[src/rtl/div_sched_pkg.sv]
// Shared types and defaults for the divider time-sharing scheduler.
package div_sched_pkg;

    typedef enum logic [1:0] {
        IDLE  = 2'd0,
        ISSUE = 2'd1,
        WAIT  = 2'd2,
        RESP  = 2'd3
    } state_t;

    localparam int WIDTH_DEF   = 16;
    localparam int N_REQ_DEF   = 3;
    localparam int TIMEOUT_DEF = 64;
    localparam int ID_W        = $clog2(N_REQ_DEF);

    // Index width that stays legal for a single requester.
    function automatic int idx_width(input int n);
        return (n > 1) ? $clog2(n) : 1;
    endfunction

endpackage

[src/rtl/div_scheduler_if.sv]
// Requester and divider signals of the shared-divider scheduler.
interface div_scheduler_if #(
    parameter int WIDTH = 16,
    parameter int N_REQ = 3
);
    // req_valid[i] with stable operands until req_ready[i] (one-cycle pulse);
    // resp_valid[i] is a one-cycle pulse with resp_quotient/resp_overflow;
    // div_start is a one-cycle pulse, div_complete is honoured only while waiting.
    logic [N_REQ-1:0]            req_valid;
    logic [N_REQ-1:0][WIDTH-1:0] req_dividend;
    logic [N_REQ-1:0][WIDTH-1:0] req_divisor;
    logic [N_REQ-1:0]            req_ready;
    logic [N_REQ-1:0]            resp_valid;
    logic [WIDTH-1:0]            resp_quotient;
    logic                        resp_overflow;
    logic                        div_start;
    logic [WIDTH-1:0]            div_dividend;
    logic [WIDTH-1:0]            div_divisor;
    logic                        div_complete;
    logic [WIDTH-1:0]            div_quotient;
    logic                        div_overflow;

    modport master (
        input  req_valid, req_dividend, req_divisor,
        input  div_complete, div_quotient, div_overflow,
        output req_ready, resp_valid, resp_quotient, resp_overflow,
        output div_start, div_dividend, div_divisor
    );

    modport slave (
        output req_valid, req_dividend, req_divisor,
        output div_complete, div_quotient, div_overflow,
        input  req_ready, resp_valid, resp_quotient, resp_overflow,
        input  div_start, div_dividend, div_divisor
    );

endinterface

[src/rtl/div_scheduler_rr_arbiter.sv]
// Combinational round-robin pick: first valid request at or after ptr, with wrap.
module rr_arbiter
    import div_sched_pkg::*;
#(
    parameter int N_REQ = N_REQ_DEF,
    parameter int IDX_W = ID_W
) (
    input  logic [N_REQ-1:0] req,
    input  logic [IDX_W-1:0] ptr,
    output logic [N_REQ-1:0] gnt,
    output logic [IDX_W-1:0] gnt_idx,
    output logic             gnt_any
);

    int k;

    always_comb begin
        gnt     = '0;
        gnt_idx = '0;
        gnt_any = 1'b0;
        k       = 0;
        for (int i = 0; i < N_REQ; i++) begin
            k = int'(ptr) + i;
            if (k >= N_REQ) begin
                k = k - N_REQ;
            end
            if (!gnt_any && req[k]) begin
                gnt_any = 1'b1;
                gnt[k]  = 1'b1;
                gnt_idx = IDX_W'(k);
            end
        end
    end

endmodule

[src/rtl/div_scheduler.sv]
// Shares one external fixed-point divider among N_REQ requesters, round-robin,
// with local divide-by-zero and timeout handling.
module div_scheduler
    import div_sched_pkg::*;
#(
    parameter int WIDTH   = WIDTH_DEF,
    parameter int N_REQ   = N_REQ_DEF,
    parameter int TIMEOUT = TIMEOUT_DEF
) (
    input  logic            clk,
    input  logic            rst,
    div_scheduler_if.master bus,
    output logic            busy
);

    localparam int IDX_W = idx_width(N_REQ);
    localparam int TMR_W = $clog2(TIMEOUT + 1);
    localparam logic [TMR_W-1:0] TMR_LAST = TMR_W'(TIMEOUT - 1);

    state_t             state_q, state_d;
    logic [IDX_W-1:0]   rr_ptr_q, rr_ptr_d;
    logic [IDX_W-1:0]   gnt_idx_q, gnt_idx_d;
    logic [TMR_W-1:0]   timer_q, timer_d, timer_inc;
    logic [WIDTH-1:0]   dvd_q, dvd_d;
    logic [WIDTH-1:0]   dvs_q, dvs_d;
    logic [WIDTH-1:0]   quot_q, quot_d;
    logic               ovf_q, ovf_d;

    logic [N_REQ-1:0]   arb_gnt;
    logic [IDX_W-1:0]   arb_idx;
    logic               arb_any;

    logic [N_REQ-1:0]   req_ready_c;
    logic [N_REQ-1:0]   resp_valid_c;
    logic               div_start_c;

    rr_arbiter #(
        .N_REQ (N_REQ),
        .IDX_W (IDX_W)
    ) u_arb (
        .req     (bus.req_valid),
        .ptr     (rr_ptr_q),
        .gnt     (arb_gnt),
        .gnt_idx (arb_idx),
        .gnt_any (arb_any)
    );

    assign timer_inc = timer_q + 1'b1;

    always_comb begin
        state_d      = state_q;
        rr_ptr_d     = rr_ptr_q;
        gnt_idx_d    = gnt_idx_q;
        timer_d      = timer_q;
        dvd_d        = dvd_q;
        dvs_d        = dvs_q;
        quot_d       = quot_q;
        ovf_d        = ovf_q;
        req_ready_c  = '0;
        resp_valid_c = '0;
        div_start_c  = 1'b0;
        case (state_q)
            IDLE: begin
                if (arb_any) begin
                    req_ready_c = arb_gnt;
                    gnt_idx_d   = arb_idx;
                    dvd_d       = bus.req_dividend[arb_idx];
                    dvs_d       = bus.req_divisor[arb_idx];
                    // A zero divisor is answered locally; the divider never sees it.
                    if (bus.req_divisor[arb_idx] == '0) begin
                        quot_d  = '0;
                        ovf_d   = 1'b1;
                        state_d = RESP;
                    end else begin
                        state_d = ISSUE;
                    end
                end
            end
            ISSUE: begin
                div_start_c = 1'b1;
                timer_d     = '0;
                state_d     = WAIT;
            end
            WAIT: begin
                timer_d = timer_inc;
                if (bus.div_complete) begin
                    quot_d  = bus.div_quotient;
                    ovf_d   = bus.div_overflow;
                    state_d = RESP;
                end else if (timer_inc == TMR_LAST) begin
                    // Timer counts this cycle, so the response lands TIMEOUT cycles after start.
                    quot_d  = '0;
                    ovf_d   = 1'b1;
                    state_d = RESP;
                end
            end
            RESP: begin
                resp_valid_c[gnt_idx_q] = 1'b1;
                rr_ptr_d = (gnt_idx_q == IDX_W'(N_REQ - 1)) ? '0 : gnt_idx_q + 1'b1;
                state_d  = IDLE;
            end
            default: begin
                state_d = IDLE;
            end
        endcase
    end

    always_ff @(posedge clk or posedge rst) begin
        if (rst) begin
            state_q   <= IDLE;
            rr_ptr_q  <= '0;
            gnt_idx_q <= '0;
            timer_q   <= '0;
            dvd_q     <= '0;
            dvs_q     <= '0;
            quot_q    <= '0;
            ovf_q     <= 1'b0;
        end else begin
            state_q   <= state_d;
            rr_ptr_q  <= rr_ptr_d;
            gnt_idx_q <= gnt_idx_d;
            timer_q   <= timer_d;
            dvd_q     <= dvd_d;
            dvs_q     <= dvs_d;
            quot_q    <= quot_d;
            ovf_q     <= ovf_d;
        end
    end

    // The grant is combinational from req_valid, so it is held off while reset is asserted.
    assign bus.req_ready     = rst ? '0 : req_ready_c;
    assign bus.resp_valid    = resp_valid_c;
    assign bus.resp_quotient = quot_q;
    assign bus.resp_overflow = ovf_q;
    assign bus.div_start     = div_start_c;
    assign bus.div_dividend  = dvd_q;
    assign bus.div_divisor   = dvs_q;
    assign busy              = (state_q != IDLE);

endmodule

[src/flat_wrapper.sv]
// flat-port wrapper written by rule: the top's interface ports become plain ports
module div_scheduler_flat import div_sched_pkg::*;
#(
    parameter int WIDTH   = WIDTH_DEF,
    parameter int N_REQ   = N_REQ_DEF,
    parameter int TIMEOUT = TIMEOUT_DEF
)
  (clk, rst, busy, bus_req_valid, bus_req_dividend, bus_req_divisor, bus_div_complete, bus_div_quotient, bus_div_overflow, bus_req_ready, bus_resp_valid, bus_resp_quotient, bus_resp_overflow, bus_div_start, bus_div_dividend, bus_div_divisor);
  div_scheduler_if #(.WIDTH(WIDTH), .N_REQ(N_REQ)) bus_i ();
  input  logic clk;
  input  logic rst;
  output logic busy;
  input wire logic [$bits(bus_i.req_valid)-1:0] bus_req_valid;
  input wire logic [$bits(bus_i.req_dividend)-1:0] bus_req_dividend;
  input wire logic [$bits(bus_i.req_divisor)-1:0] bus_req_divisor;
  input wire logic [$bits(bus_i.div_complete)-1:0] bus_div_complete;
  input wire logic [$bits(bus_i.div_quotient)-1:0] bus_div_quotient;
  input wire logic [$bits(bus_i.div_overflow)-1:0] bus_div_overflow;
  output wire logic [$bits(bus_i.req_ready)-1:0] bus_req_ready;
  output wire logic [$bits(bus_i.resp_valid)-1:0] bus_resp_valid;
  output wire logic [$bits(bus_i.resp_quotient)-1:0] bus_resp_quotient;
  output wire logic [$bits(bus_i.resp_overflow)-1:0] bus_resp_overflow;
  output wire logic [$bits(bus_i.div_start)-1:0] bus_div_start;
  output wire logic [$bits(bus_i.div_dividend)-1:0] bus_div_dividend;
  output wire logic [$bits(bus_i.div_divisor)-1:0] bus_div_divisor;
  assign bus_i.req_valid = bus_req_valid;
  assign bus_i.req_dividend = bus_req_dividend;
  assign bus_i.req_divisor = bus_req_divisor;
  assign bus_i.div_complete = bus_div_complete;
  assign bus_i.div_quotient = bus_div_quotient;
  assign bus_i.div_overflow = bus_div_overflow;
  assign bus_req_ready = bus_i.req_ready;
  assign bus_resp_valid = bus_i.resp_valid;
  assign bus_resp_quotient = bus_i.resp_quotient;
  assign bus_resp_overflow = bus_i.resp_overflow;
  assign bus_div_start = bus_i.div_start;
  assign bus_div_dividend = bus_i.div_dividend;
  assign bus_div_divisor = bus_i.div_divisor;
  div_scheduler #(.WIDTH(WIDTH), .N_REQ(N_REQ), .TIMEOUT(TIMEOUT)) u_core (.clk(clk), .rst(rst), .bus(bus_i), .busy(busy));
endmodule
[config.mk]
export PLATFORM = sky130hd
export DESIGN_NAME = div_scheduler_flat
export DESIGN_NICKNAME = d
export VERILOG_FILES = /design/src/rtl/div_sched_pkg.sv /design/src/rtl/div_scheduler_if.sv /design/src/rtl/div_scheduler_rr_arbiter.sv /design/src/rtl/div_scheduler.sv /design/src/flat_wrapper.sv
export SDC_FILE = /design/constraint.sdc
export NUM_CORES = 1
export LEC_CHECK = 0
export CORE_MARGIN = 3
export CORE_UTILIZATION = 39
export CTS_BUF_LIST = sky130_fd_sc_hd__clkbuf_2
export CTS_CLUSTER_DIAMETER = 40
export DETAILED_ROUTE_END_ITERATION = 10
export GPL_TIMING_DRIVEN = 0
export PLACE_DENSITY_LB_ADDON = 0.08
export RECOVER_POWER = 25
export SLEW_MARGIN = 10
export SYNTH_ARGS = -nofsm -noshare
export SYNTH_HDL_FRONTEND = slang
export SYNTH_SLANG_ARGS = --single-unit
export TNS_END_PERCENT = 30
[constraint.sdc]
create_clock -name clk -period 4.9 [get_ports clk]
set_clock_uncertainty 0.1 [all_clocks]
set_input_delay 0.98 -clock clk [delete_from_list [all_inputs] [get_ports clk]]
set_output_delay 0.98 -clock clk [all_outputs]
set_load 0.02 [all_outputs]
======== Word level (Yosys, flattened, before mapping) ========
Cells that the tools add are included.
word-level totals
  bits in registers ....................... 62
  bits of input ports ..................... 119
  output and inout port bits .............. 57
  word-level logic and storage cells ...... 108
operators by class
  $add $sub $neg .......................... 7
  order comparisons ....................... 12
  equal/unequal tests ..................... 8
  muxes and demuxes ....................... 55
  bitwise operators ....................... 2
  reduce and logical (&&, ||, !) cells .... 16
operators with widths
  operator               number
  $ge A32 B1 Y1 const B  3
  $lt A32 B4 Y1 const B  3
  $mux W16               6
  $mux W32               3
  $bmux W16 S2           2
  $pmux W16 S2           1
  $mux W3                7
  $mux W1                18
  $logic_not A16 Y1      1
  $mux W2                8
  $pmux W7 S2            1
  $demux W1 S2           4
  $pmux W2 S4            1
  $sub A3 B2 Y4 const B  2
  $add A7 B1 Y7 const B  1
  $eq A7 B6 Y1 const B   1
  $bmux W1 S2            3
  $eq A2 B2 Y1 const B   3
  $ge A3 B2 Y1 const B   2
  $logic_and A1 B1 Y1    6
  $lt A2 B3 Y1 const B   2
  $or A3 B3 Y3           2
  $reduce_bool A2 Y1     3
  $ne A2 B1 Y1 const B   2
  13 further kinds       15

======== Depth between registers and ports, before layout ========
Gate-level depths: netlist of run 1.
  depth after elaboration ................. 18
  depth in mapped cells ................... 14
  depth with buffers taken out ............ 11

======== Cells and area by module ========
Synthesis of run 1 repeated with hierarchy kept, for this count alone.
second synthesis, totals
  cells, all modules ...................... 412
  area total of the unflattened synthesis .. 3,856.2 um^2
by module, submodules not included
  module         times used  cells each  area each (um^2)  seq. area each (um^2)
  div_scheduler  1           360         3,474.6           1,551.5
  rr_arbiter     1           52          381.6             0.0

======== Worst setup path before layout of run 1 ========
Ideal clock, no wire load.
  path kind ............................... in2out
  start point ............................. in bus_req_valid[1]
  end point ............................... out bus_req_ready[0]
  arrival ................................. 2.566 ns
  required time ........................... 3.820 ns
  path slack .............................. 1.254 ns
  stages on the path ...................... 7
  path buffers ............................ 1
  path through ............................ mux2i_1 mux2i_1 nor2_1 nand2_1 nand2_1 clkbuf_1 nor4_1
between the ends
  word-level cells in the longest chain between the ends .. 13
  elaborated cells on any way between the ends .. 24
  classes of those cells .................. mux: 18; bitwise: 2; reduce/logical: 4
RTL lines
  what                                        RTL line                        source
  from (decl)                                 flat_wrapper.sv:13              input wire logic [$bits(bus_i.req_valid)-1:0] bus_req_valid;
  $bmux W1 S2                                 div_scheduler_rr_arbiter.sv:27  if (!gnt_any && req[k]) begin
  $mux W1 (not written as such) (2 in a row)  div_scheduler_rr_arbiter.sv:27
  $mux W1                                     div_scheduler_rr_arbiter.sv:27
  $logic_not A1 Y1                            div_scheduler_rr_arbiter.sv:27
  $logic_and A1 B1 Y1                         div_scheduler_rr_arbiter.sv:27
  $mux W1                                     div_scheduler_rr_arbiter.sv:27
  $logic_not A1 Y1                            div_scheduler_rr_arbiter.sv:27
  $logic_and A1 B1 Y1                         div_scheduler_rr_arbiter.sv:27
  $mux W3 or $mux W1 (tied branches)          div_scheduler_rr_arbiter.sv:27
  $mux W3 (*)                                 div_scheduler.sv:64             if (arb_any) begin
  $mux W3 (*)                                 div_scheduler.sv:62             case (state_q)
  $mux W3 (*)                                 div_scheduler.sv:131            assign bus.req_ready = rst ? '0 : req_ready_c;
  to (decl)                                   flat_wrapper.sv:19              output wire logic [$bits(bus_i.req_ready)-1:0] bus_req_ready;
Every way passes the cells marked *; elsewhere a longest branch is shown, timed or not. The select of a mux whose other input is x is not followed.

======== Worst setup path after layout of run 1 ========
  start point ............................. in bus_req_valid[1]
  end point ............................... out bus_req_ready[2]
The elaborated chain is that of the path after synthesis.

==> results.yml, run 1 <==
worst_setup_path:
  critical_path_class: "primary input to output port"
  r2r_slack_ns: 0.77
  startpoint_type: "primary input"
  cp_max_fo: 10
  worstPathArrival_ns: 3.59
  path_cells: "clkdlybuf4s50_1, and3b_1, o21bai_1, nor2_1, nand2_1, nand2_1, clkbuf_2, nor3_1, clkdlybuf4s50_1"
  regToRegStartpoint: "u_core.rr_ptr_q[0]$_DFFE_PP0P_"
  cp_slowest_cell: "clkdlybuf4s50_1"
  required_ns: 3.82
  r2r_end: "u_core.bus.resp_quotient[1]$_DFFE_PP0P_"
  slowest_delay_ns: 0.64
  reg2reg_depth: 14
  cp-end-kind: "output port"
clock_tree:
  cts_sinks: 62
  ctsHoldBuffers: 0
  root_buffer: "clkbuf_2"
  cts_htree_levels: 3
  clk_latency_ns: 0.49
  cts_buffer_depth: 2
  numCtsBuffers: 9
  cts_tree: "yes"
  cts.clk_slew.worst_paths_ns: 0.17
die:
  die_h_um: 106.8
  initial_utilization_pct: 40.35
  die-area_mm2: 0.01141
  fp.dieW_um: 106.8
  rows: 36
  top_level_ports: 176
  core_mm2: 0.009819
route:
  via_per_inst: 5.258
  routed_wl_mm: 12.62
  drt-initial-drc-count: 170
  drc: 0
  dr.pass1.iters: 4
  antenna_left: 0
  wl_per_cell_um: 16.35
  vias: 4059
pwr:
  power_leakage_nw: 2.655
  power_mw: 3.896
  ir_drop_uv: 420.1
  power.density_mw_per_mm2: 649.1
flow_run:
  maxCapViolCount: 1
sta:
  clock.fmax_mhz: 214.1
  slew_headroom_pct: -83.27
  setup_violations: 0
  timing.hold.ws_ns: 0.4015
  worst_pin_slew_ns: 2.734
  fin_setup_tns_ns: 0
  fin_crit_ns: 4.671
  min_period_over_period_pct: 95.32
  grt_setup_unrepaired: "false"
  setup_ws_ns: 0.2294
  finalHoldViolations: 0
  drv_slew: 63
logic_synthesis:
  yosys.area.top_type_share_pct: 39.15
  synth_area_leader_cell: "dfrtp_1"
  synth_xor_area_share_pct: 0.4421
  yosysSeqAreaShare_pct: 39.15
  synth_edf_count: 0
  synthMostInstantiatedCell: "dfrtp_1"
  netlist_area_mm2: 0.003963
  synth-adder-area-share_pct: 3.473
  synth_commonest_cells: "62 x dfrtp_1, 49 x nand2_1, 48 x o21ai_0"
  netlist_instances: 446
  synth_compound_area_share_pct: 17.59
  ys_seq_elements: 62
  syn_area_per_cell_um2: 8.885
  synthTopCellsByArea: "dfrtp_1 39%, mux2i_1 8.8%, o21ai_0 6.1%"
  yosys_warnings: 0
  synth_simple_gate_area_share_pct: 19.55
  synth_flop_cell: "dfrtp_1"
  synth_top_family_by_area: "simple AND/OR/NAND/NOR gates"
  syn_nets: 576
  synthArstFlopShare_pct: 100.0
  synth.distinct_cells: 52
  synthMuxAreaShare_pct: 15.57
global_routing:
  grt_pass1_vias: 4099
  grtUsageTotal_pct: 22.39
  antenna_found_initial: 0
  grt-ovfl-total: 0
  grt_pass1_wl_mm: 20.51
  grt_max_degree: 63
outcome:
  violations: "max-capacitance violations, max-slew violations"
  status: "complete, but fails checks"
finish:
  post-route-cell-area_mm2: 0.006002
  drive_gt1_share_pct: 7.981
  nets: 764
  num_antenna_cells: 0
  areaGrowthSynthToFinish_pct: 51.47
  final_core_util_pct: 61.12
  final_cells: 772
placed_design:
  post-place-cells: 754
  dp_slack_ns: -0.1399
  place.gp.congestion: 0.8626
  portBuffers: 175
  dpl_cell_area_mm2: 0.005883
  dpl.hpwl_mm: 9.989
worst_hold_path:
  min_to: "u_core.bus.div_dividend[1]$_DFFE_PP0P_"
  hold_path_depth: 2
  hp-class: "register to register"
  min-delay-start: "u_core.bus.div_dividend[1]$_DFFE_PP0P_"
## sequential cells by signal (all words and copies together), names as in the netlist
signal / cells
u_core.bus.div_dividend: 16
u_core.bus.div_divisor: 16
u_core.bus.resp_quotient: 16
u_core.timer_q: 7
u_core.gnt_idx_q: 2
u_core.rr_ptr_q: 2
u_core.state_q: 2
u_core.bus.resp_overflow: 1
## timing repair
item / 4_1_cts / 5_1_grt
buffers inserted: 0 / 2
endpoints found under the setup margin: 2 / 3
gates resized for setup: 3 / 5
## critical path: cells and delay by family
family / cells / cell delay (ns)
buffers and inverters: 3 / 1.51
and+or+nand+nor: 5 / 0.91
AOI/OAI and AO/OA: 1 / 0.20
## final cells by class
cell class / instances / area, um2
clock inverters: 6 / 37.54
well taps: 133 / 166.4
repair buffers: 177 / 1772
multi-input cells: 343 / 2253
plain buffers: 26 / 113.9
clock buffers: 10 / 50.05
fillers: 903 / 3817
flip-flops and latches: 62 / 1551
inverters: 15 / 57.56
## layer usage
layer  track usage [%]  vias to the layer above  share of wire, %
met4             6.393                        0               1.8
met3             8.067                       18                10
met5                 0                        -                 0
met2             37.95                      188                48
met1             26.77                     1887                40
li1                  -                     1966                 -
## cell usage in the layout, fill, tap and decap left out, types with 3 or more instances in the layout
cell,n
clkdlybuf4s50_1,172
dfrtp_1,62
nand2_1,49
o21ai_0,48
nor2_1,38
mux2i_1,34
a21oi_1,31
and3_1,17
inv_1,14
clkbuf_1,12
nand3_1,11
clkbuf_2,11
mux2_4,11
ha_1,11
mux2_2,8
a31oi_1,8
a211oi_1,7
buf_2,6
buf_1,6
and2_1,5
o22ai_1,4
nor2b_1,4
nand2b_1,4
nand3b_1,4
o31ai_1,3
nor3b_1,3
and3b_1,3
o21bai_1,3
nand4_1,3
nor4_1,3
## power by group
group	internal (mW)	switching, mW	total (mW)
Clock	0.0670	0.197	0.264
Combinational	1.18	1.57	2.75
Sequential	0.748	0.136	0.884
## logic make-up after synthesis
kind of cell,after synthesis
xor+xnor,2
flops,62
fa+ha+maj,11
simple gates,156
mux,55
compound gates,119
buf+inv,41
## how the worst max path moves through the flow
stage,start,endpoint,cells after the start
finish,bus_req_valid[1],bus_req_ready[2],9
global route,bus_req_valid[1],bus_req_ready[2],9
CTS,bus_req_valid[1],bus_req_ready[1],9
detailed placement,bus_req_valid[1],bus_req_ready[0],9
global placement,bus_req_valid[1],bus_req_ready[0],9
floorplan,bus_req_valid[1],bus_req_ready[0],7
Note: power is estimated with default switching activity, not from simulation.
==> run 2, diff against run 1 <==
--- a/config.mk
+++ b/config.mk
@@ -13,2 +13,3 @@
 export GPL_TIMING_DRIVEN = 0
+export MAX_ROUTING_LAYER = met4
 export PLACE_DENSITY_LB_ADDON = 0.08
==> constraint.sdc (replaced) <==
create_clock -name clk -period 4.9 [get_ports clk]
set_clock_uncertainty 0.1 [all_clocks]
set_input_delay 0.735 -clock clk [delete_from_list [all_inputs] [get_ports clk]]
set_output_delay 0.735 -clock clk [all_outputs]
set_load 0.02 [all_outputs]
==> run 2 against run 1 <==
Worst hold slack better by 0.0014 ns; the run still ends with max-capacitance violations, max-slew violations left; first-iteration DRC count is 13% lower; sequential power hardly changed; global-route usage is 0.17 points higher; critical path depth stayed put; clock power is 37% higher.
==> results.yml, run 2 (synthesis gave the netlist of run 1 again) <==
sta:
  drv_slew: 63
  worst_pin_slew_ns: 2.731
  min_period_over_period_pct: 91.82
  slew_headroom_pct: -83.05
  finalHoldViolations: 0
  fin_crit_ns: 4.499
  fin_setup_tns_ns: 0
  setup_violations: 0
  setup_ws_ns: 0.4007
  timing.hold.ws_ns: 0.4029
  grt_setup_unrepaired: "false"
  clock.fmax_mhz: 222.3
clock_tree:
  ctsHoldBuffers: 0
  ctsResizeCount: 0
  cts_htree_levels: 3
  root_buffer: "clkbuf_2"
  numCtsBuffers: 9
  cts.clk_slew.worst_paths_ns: 0.18
  cts_buffer_depth: 2
  cts_tree: "yes"
  clk_latency_ns: 0.46
  post-cts-setup-buffers: 0
  cts_sinks: 62
global_routing:
  grtUsageTotal_pct: 22.56
  grt_pass1_wl_mm: 19.98
  grt_max_degree: 63
  grt_pass1_vias: 4085
  grt-ovfl-total: 0
  antenna_found_initial: 0
die:
  fp.dieW_um: 106.8
  core_mm2: 0.009819
  rows: 36
  top_level_ports: 176
  initial_utilization_pct: 40.35
  die_h_um: 106.8
  die-area_mm2: 0.01141
worst_setup_path:
  reg2reg_depth: 14
  critical_path_class: "primary input to output port"
  cp-end-kind: "output port"
  r2r_slack_ns: 0.80
  required_ns: 4.07
  r2r_end: "u_core.bus.resp_quotient[1]$_DFFE_PP0P_"
  worstPathArrival_ns: 3.66
  regToRegStartpoint: "u_core.rr_ptr_q[0]$_DFFE_PP0P_"
  cp_max_fo: 10
  startpoint_type: "primary input"
pwr:
  power_leakage_nw: 2.628
  power.density_mw_per_mm2: 656.5
  ir_drop_uv: 376.2
route:
  via_per_inst: 5.181
  drc: 0
  routed_wl_mm: 12.28
  antenna_left: 0
  vias: 3989
  drt-initial-drc-count: 148
  dr.pass1.iters: 4
  wl_per_cell_um: 15.95
finish:
  nFillCells: 933
  final_common_cell: "clkdlybuf4s50_1"
  nets: 762
  final_cell_mix: "174 x clkdlybuf4s50_1, 62 x dfrtp_1, 49 x nand2_1"
  num_antenna_cells: 0
  final_core_util_pct: 61.28
  drive_gt1_share_pct: 7.064
  areaGrowthSynthToFinish_pct: 51.85
placed_design:
  place.gp.congestion: 0.8743
  portBuffers: 175
  dpl.hpwl_mm: 9.724
  dp_slack_ns: 0.3154
worst_hold_path:
  min_to: "u_core.bus.div_divisor[3]$_DFFE_PP0P_"
  hp-class: "register to register"
  hold_path_depth: 2
  min-delay-start: "u_core.bus.div_divisor[3]$_DFFE_PP0P_"
outcome:
  violations: "max-capacitance violations, max-slew violations"
  status: "complete, but fails checks"
flow_run:
  maxCapViolCount: 1
[run 2: cell count changes in the layout (fill, tap and decap cells not counted), sizes merged]
cell	before	now
bufinv	0	2
clkbuf	23	24
clkinvlp	3	2
clkdlybuf4s50	172	174
dlymetal6s2s	2	0
buf	15	12
clkinv	3	2
[run 2: layer usage]
metal / track usage (%) / share of wire [%] / up-vias
met4: 5.479 / 1.0 / 0
met2: 36.74 / 48 / 156
li1: - / - / 1981
met3: 6.924 / 9.3 / 9
met5: - / 0 / -
met1: 27.61 / 42 / 1843
[run 2: through the flow]
stage	area, um2	instances	total power, mW
floorplan	3963	446	2.618
global route	6017	770	4.295
finish	6017	770	3.950
global placement	5881	754	3.574
CTS	6018	770	3.988
detailed placement	5883	754	3.611
[run 2: layout make-up]
| cell class | instances | area (um2) | area share [%] |
|---|---|---|---|
| multi-input combinational | 343 | 2243 | 37.28 |
| timing repair buffer | 175 | 1752 | 29.11 |
| sequential | 62 | 1551 | 25.79 |
| tap | 133 | 166.4 | 2.766 |
| buffer | 26 | 111.4 | 1.851 |
| clock inverter | 6 | 85.08 | 1.414 |
| inverter | 15 | 57.56 | 0.9565 |
| clock buffer | 10 | 50.05 | 0.8318 |
[run 2: how the worst max path moves through the flow]
stage                                         startpoint                                 endpoint  slack [ns]  cells after the start
after floorplan           u_core.rr_ptr_q[0]$_DFFE_PP0P_  u_core.bus.resp_quotient[0]$_DFFE_PP0P_        1.46                     14
after global placement                  bus_req_valid[1]  u_core.bus.resp_quotient[9]$_DFFE_PP0P_        0.33                     12
after detailed placement                bus_req_valid[1]  u_core.bus.resp_quotient[9]$_DFFE_PP0P_        0.32                     12
after CTS                 u_core.rr_ptr_q[0]$_DFFE_PP0P_                         bus_req_ready[0]        0.32                     10
after global routing      u_core.rr_ptr_q[1]$_DFFE_PP0P_                         bus_req_ready[0]        0.08                     11
final                                   bus_req_valid[1]                         bus_req_ready[0]        0.40                      9
[run 2: critical path: stages]
cell             delay [ns]
clkdlybuf4s50_1        0.58
mux2i_1                0.16
mux2i_1                0.39
nor2_1                 0.15
nand2_1                0.10
nand2_1                0.17
clkbuf_1               0.29
nor4_1                 0.40
clkdlybuf4s50_1        0.68
[run 2: report_power, final]
part           switching [mW]  leakage [nW]  internal, mW
Clock                   0.192        0.0800         0.170
Combinational            1.54          1.75          1.16
Sequential              0.139         0.799         0.748
